`config.mk`:
```
export PLATFORM = sky130hd
export DESIGN_NAME = serial_add_ctrl
export DESIGN_NICKNAME = d
export VERILOG_FILES = /design/src/rtl/serial_add_pkg.sv /design/src/rtl/halfadder.sv /design/src/rtl/serial_add_ctrl.sv
export SDC_FILE = /design/constraint.sdc
export NUM_CORES = 1
export LEC_CHECK = 0
export CORE_MARGIN = 2
export CORE_UTILIZATION = 54
export DETAILED_ROUTE_END_ITERATION = 8
export GPL_ROUTABILITY_DRIVEN = 0
export PLACE_DENSITY = 0.91
export SLEW_MARGIN = 20
export SYNTH_ARGS = -nofsm -noshare
export SYNTH_HDL_FRONTEND = slang
export SYNTH_HIERARCHICAL = 1
export SYNTH_SLANG_ARGS = --single-unit
```
`constraint.sdc`:
```
create_clock -name clk -period 2.6 [get_ports clk]
set_input_delay 0.52 -clock clk [delete_from_list [all_inputs] [get_ports clk]]
set_output_delay 0.52 -clock clk [all_outputs]
set_load 0.05 [all_outputs]
```
`src/rtl/serial_add_pkg.sv`:
```
// serial_add_pkg: shared state type and default width for the bit-serial adder
package serial_add_pkg;
    localparam int SERIAL_ADD_WIDTH = 8;
    typedef enum logic [1:0] {IDLE, RUN, DONE} state_e;
endpackage

```
`src/rtl/halfadder.sv`:
```
// halfadder: one-bit half-adder cell
module halfadder (
    input  logic a,
    input  logic b,
    output logic s,
    output logic c
);
    assign s = a ^ b;
    assign c = a & b;
endmodule

```
`src/rtl/serial_add_ctrl.sv`:
```
// serial_add_ctrl: LSB-first bit-serial adder sequencing two shared half-adder cells
module serial_add_ctrl
    import serial_add_pkg::*;
#(
    parameter int WIDTH = SERIAL_ADD_WIDTH
) (
    input  logic             clk,
    input  logic             rst_n,
    input  logic             start,
    input  logic [WIDTH-1:0] a,
    input  logic [WIDTH-1:0] b,
    output logic             busy,
    output logic             done,
    output logic [WIDTH-1:0] sum,
    output logic             cout
);
    localparam int CW = $clog2(WIDTH);
    localparam logic [CW-1:0] LAST = CW'(WIDTH - 1);
    state_e state_q, state_d;
    logic [WIDTH-1:0] sh_a_q, sh_a_d, sh_b_q, sh_b_d, res_q, res_d, sum_q, sum_d;
    logic [CW-1:0] cnt_q, cnt_d;
    logic carry_q, carry_d, cout_q, cout_d;
    logic s1, c1, s, c2;
    halfadder u_ha1 (.a(sh_a_q[0]), .b(sh_b_q[0]), .s(s1), .c(c1));
    halfadder u_ha2 (.a(s1), .b(carry_q), .s(s), .c(c2));
    always_comb begin
        state_d = state_q;
        sh_a_d  = sh_a_q;
        sh_b_d  = sh_b_q;
        res_d   = res_q;
        cnt_d   = cnt_q;
        carry_d = carry_q;
        sum_d   = sum_q;
        cout_d  = cout_q;
        case (state_q)
            IDLE: if (start) begin
                state_d = RUN;
                sh_a_d  = a;
                sh_b_d  = b;
                res_d   = '0;
                carry_d = 1'b0;
                cnt_d   = '0;
            end
            RUN: begin
                sh_a_d  = sh_a_q >> 1;
                sh_b_d  = sh_b_q >> 1;
                res_d   = {s, res_q[WIDTH-1:1]};
                carry_d = c1 | c2;
                cnt_d   = cnt_q + 1'b1;
                // last bit: publish the completed word and carry on this edge
                if (cnt_q == LAST) begin
                    state_d = DONE;
                    sum_d   = res_d;
                    cout_d  = carry_d;
                end
            end
            default: state_d = IDLE;
        endcase
    end
    always_ff @(posedge clk) begin
        if (!rst_n) begin
            state_q <= IDLE;
            sh_a_q  <= '0;
            sh_b_q  <= '0;
            res_q   <= '0;
            cnt_q   <= '0;
            carry_q <= 1'b0;
            sum_q   <= '0;
            cout_q  <= 1'b0;
        end else begin
            state_q <= state_d;
            sh_a_q  <= sh_a_d;
            sh_b_q  <= sh_b_d;
            res_q   <= res_d;
            cnt_q   <= cnt_d;
            carry_q <= carry_d;
            sum_q   <= sum_d;
            cout_q  <= cout_d;
        end
    end
    assign busy = (state_q == RUN);
    assign done = (state_q == DONE);
    assign sum  = sum_q;
    assign cout = cout_q;
endmodule

```
Word level (Yosys, flattened, before mapping). Index checks and enable logic that the tools add are counted.

Bitwise logic cells: 5. Reduce and logical (&&, ||, !) cells: 5. Eq/ne operators: 5. Multiplexer cells: 13. Add/subtract/negate cells: 1.

Operators with widths (count): $pmux W8 S2 (3); $mux W8 (3); $pmux W3 S2 (1); $reduce_and A2 Y1 (3); $mux W2 (2); $pmux W2 S2 (1); $add A3 B1 Y3 const B (1); $eq A3 B3 Y1 const B (1); $mux W3 (1); $and A1 B1 Y1 (2); $eq A2 B1 Y1 const B (1); $eq A2 B2 Y1 const B (1); $logic_not A2 Y1 (1); $ne A2 B1 Y1 const B (1); $ne A2 B2 Y1 const B (1); $pmux W1 S2 (1); $reduce_bool A2 Y1 (1); $xor A1 B1 Y1 (2); $mux W1 (1); $or A1 B1 Y1 (1).

Output and inout port bits: 11. Flip-flop bits (word level): 39.

Depth between registers and ports, before layout.
Word-level depth: 4. Depth in mapped cells: 6.

Modules after synthesis. Netlist, hierarchy kept.

Modules (own cells, without submodules): serial_add_ctrl (times used 1, seq. area each 760.7 um^2, area each 1507.7 um^2, cells each 162); halfadder (times used 2, seq. area each 0.0 um^2, area each 12.5 um^2, cells each 1).

Worst setup path after synthesis. No wires, ideal clock.

Path type: flip-flop to output port. From: register state_q[1]. To: output done. Cell stages (with the launch flop): 4. Path buffers: 2. Slack: 0.545 ns. Data required time: 2.080 ns. Arrival: 1.535 ns. Path through: dfxtp_1 -> buf_2 -> buf_1 -> nor2b_1.

Longest elaborated chain between the ends: 1.

RTL lines: start, declared (RTL line serial_add_ctrl.sv:19) `state_e state_q, state_d;`; start signal, assigned (RTL line serial_add_ctrl.sv:71) `state_q <= state_d;`; $eq A2 B2 Y1 (RTL line serial_add_ctrl.sv:82) `assign done = (state_q == DONE);`; end, declared (RTL line serial_add_ctrl.sv:13) `output logic done,`.

No other way between the ends.

Worst setup path after layout.
From: register state_q[0]. To: output busy.

Longest elaborated chain between the ends: 1.

RTL lines: $eq A2 B1 Y1 (RTL line serial_add_ctrl.sv:81) `assign busy = (state_q == RUN);`; end, declared (RTL line serial_add_ctrl.sv:12) `output logic busy,`.

No other way between the ends.

==> results.sh <==
export IMPL_cp_required_ns=2.08
export IMPL_drive_gt1_share_pct=8.38
export IMPL_worst_clock_skew_ns=0.0104
export IMPL_fin_crit_ns=2.43
export IMPL_syn_to_final_growth_pct=23.7
export IMPL_cts_root_buf="clkbuf_4"
export IMPL_critPathKind="flop to output pin"
export IMPL_clock_latency_ns=0.34
export IMPL_final_nets=213
export IMPL_setup_viol=0
export IMPL_dpl_cell_area_um2=1830
export IMPL_die_height_um=57.3
export IMPL_postSynth_asyncResetShare_pct=0
export IMPL_fin_area_um2=1900
export IMPL_antenna_found_initial=0
export IMPL_ioPinCount=30
export IMPL_ant_nets=0
export IMPL_syn_area_per_cell_um2=9.35
export IMPL_setup_tns_ns=0
export IMPL_startpoint="state_q[0]"
export IMPL_grt_pass1_wl_um=5490
export IMPL_drc_errors=0
export IMPL_p_leak_uw=0.000689
export IMPL_relSlewSlack_pct=43.0
export IMPL_cts_hold_buf=0
export IMPL_yosys_warnings=6
export IMPL_finalMaxSlewViolations=0
export IMPL_dpl_hpwl_um=2250
export IMPL_synth_ff_type="dfxtp_1"
export IMPL_cts_sinks=38
export IMPL_cellPowerDensity_nw_per_um2=563
export IMPL_grt_pass1_vias=1242
export IMPL_synth_seq_area_share_pct=49.6
export IMPL_grt_use_total_pct=22.0
export IMPL_gr_total_overflow=0
export IMPL_rows=19
export IMPL_ys_types=28
export IMPL_r2r_start="state_q[0]"
export IMPL_cts_tree="yes"
export IMPL_die_area_um2=3280
export IMPL_cts_clk_slew_worst_paths_ns=0.11
export IMPL_die_w_um=57.3
export IMPL_detail_route_wl_per_cell_um=14.5
export IMPL_wl_um=3230
export IMPL_cts_inserted_buffers=5
export IMPL_finalHoldViolations=0
export IMPL_yosysTopAreaCell="dfxtp_1"
export IMPL_worst_pin_slew_ns=0.851
export IMPL_synth_nets=187
export IMPL_cp_arrival_ns=1.91
export IMPL_ir_drop_mv=0.712
export IMPL_max_freq_mhz=411
export IMPL_num_vias=1295
export IMPL_synth_top_area_share_pct=49.6
export IMPL_clockBufferDepth=2
export IMPL_first_pass_iters=4
export IMPL_diodes=0
export IMPL_final_common_cell="dfxtp_1"
export IMPL_numPortBuffers=29
export IMPL_synth_edf_count=0
export IMPL_coreArea_um2=2730
export IMPL_synth_area_um2=1530
export IMPL_layout_common_cells="38 x dfxtp_1, 28 x clkdlybuf4s50_1, 18 x o21ai_0"
export IMPL_htreeDepth=2
export IMPL_max_cap_viol_count=0
export IMPL_post_cts_buffers=0
export IMPL_grt_max_degree=24
export IMPL_start_kind="flop"
export IMPL_syn_inst=164
export IMPL_endpoint_kind="output pin"
export IMPL_ys_ff_latch=38
export IMPL_crit_fanout=12
export IMPL_min_from="cnt_q[1]"
export IMPL_fin_crit_sh_pct=93.6
export IMPL_vias_per_cell=5.83
export IMPL_hold_path_class="flop to flop"
export IMPL_status="completed"
export IMPL_synth_area_top_cells="dfxtp_1 50%, mux2i_1 8.5%, o211ai_1 6.4%, o21ai_0 5.9%, nand2_1 3.9%"
export IMPL_cts_resized=0
export IMPL_rsz0062_at_grt="no"
export IMPL_dr_first_iter_drc_count=41
export IMPL_initial_utilization_pct=56.1
report_power, final:
| group | leakage (uW) | internal (uW) | switching [uW] |
|---|---|---|---|
| clock | 0.0000343 | 130 | 195 |
| sequential | 0.000310 | 605 | 16.0 |
| combinational | 0.000345 | 60.4 | 61.0 |
per-layer routing:
metal | vias up | global-route usage (%) | share of wire (%) | wire length [um]
met5 | - | 0 | 0 | 0
met4 | 0 | 10.3 | 2.1 | 68
met3 | 4 | 5.67 | 4.7 | 152
met2 | 38 | 33.2 | 48 | 1540
met1 | 604 | 29.6 | 45 | 1460
li1 | 649 | - | - | -
sequential cells by signal (all words and copies together) (netlist names):
register  cells
state_q       2
cnt_q         3
sh_a_q        8
res_q         7
carry_q       1
sum           8
sh_b_q        8
cout          1
worst max-delay path, cell delays in order (launching register included):
cell      delay [ns]
dfxtp_1         0.59
buf_4           0.31
nand2b_1        0.28
inv_2           0.23
buf_12          0.16
path summary, 6_finish.rpt:
check	end	slack, ns	depth (start not counted)
worst max-delay path	busy	0.17	4
worst min-delay path	cnt_q[1]	0.48	2
worst max register to register	sh_b_q[6]	0.86	3
worst min register to register	cnt_q[1]	0.48	2
synthesized netlist by cell type, drive strengths merged (4+ instances only):
cell type	instances
buf	9
clkbuf	5
dfxtp	38
ha	4
mux2i	13
nand2	16
nand3	11
nor2	4
o211ai	13
o21ai	28
o22ai	9
cell families after synthesis:
group	after synthesis	synth area share (%)
AO/OA/AOI/OAI	53	20.7
adder cells (fa/ha/maj)	4	3.27
buffers and inverters	16	5.06
flip-flops	38	49.6
multiplexers	13	8.49
AND/OR/NAND/NOR	40	12.9
area by class of cell:
class	count	area (um2)
clock buffers	6	51.3
clock inverters	2	12.5
repair buffers	33	330
flip-flops and latches	38	761
inverters	2	7.51
multi-input cells	110	694
fillers	216	838
well taps	31	38.8
metrics by stage:
step	power (uW)	hold slack (ns)	worst slack, ns	util, %	cells
2_1_floorplan	705	0.429	0.545	-	164
3_3_place_gp	746	0.439	0.489	67.0	214
3_5_place_dp	754	0.460	0.338	67.0	214
4_1_cts	1070	0.477	0.175	69.3	222
5_1_grt	1110	0.504	0.0628	69.3	222
6_report	1070	0.477	0.167	69.3	222
Power figures use the tool's default switching activity.
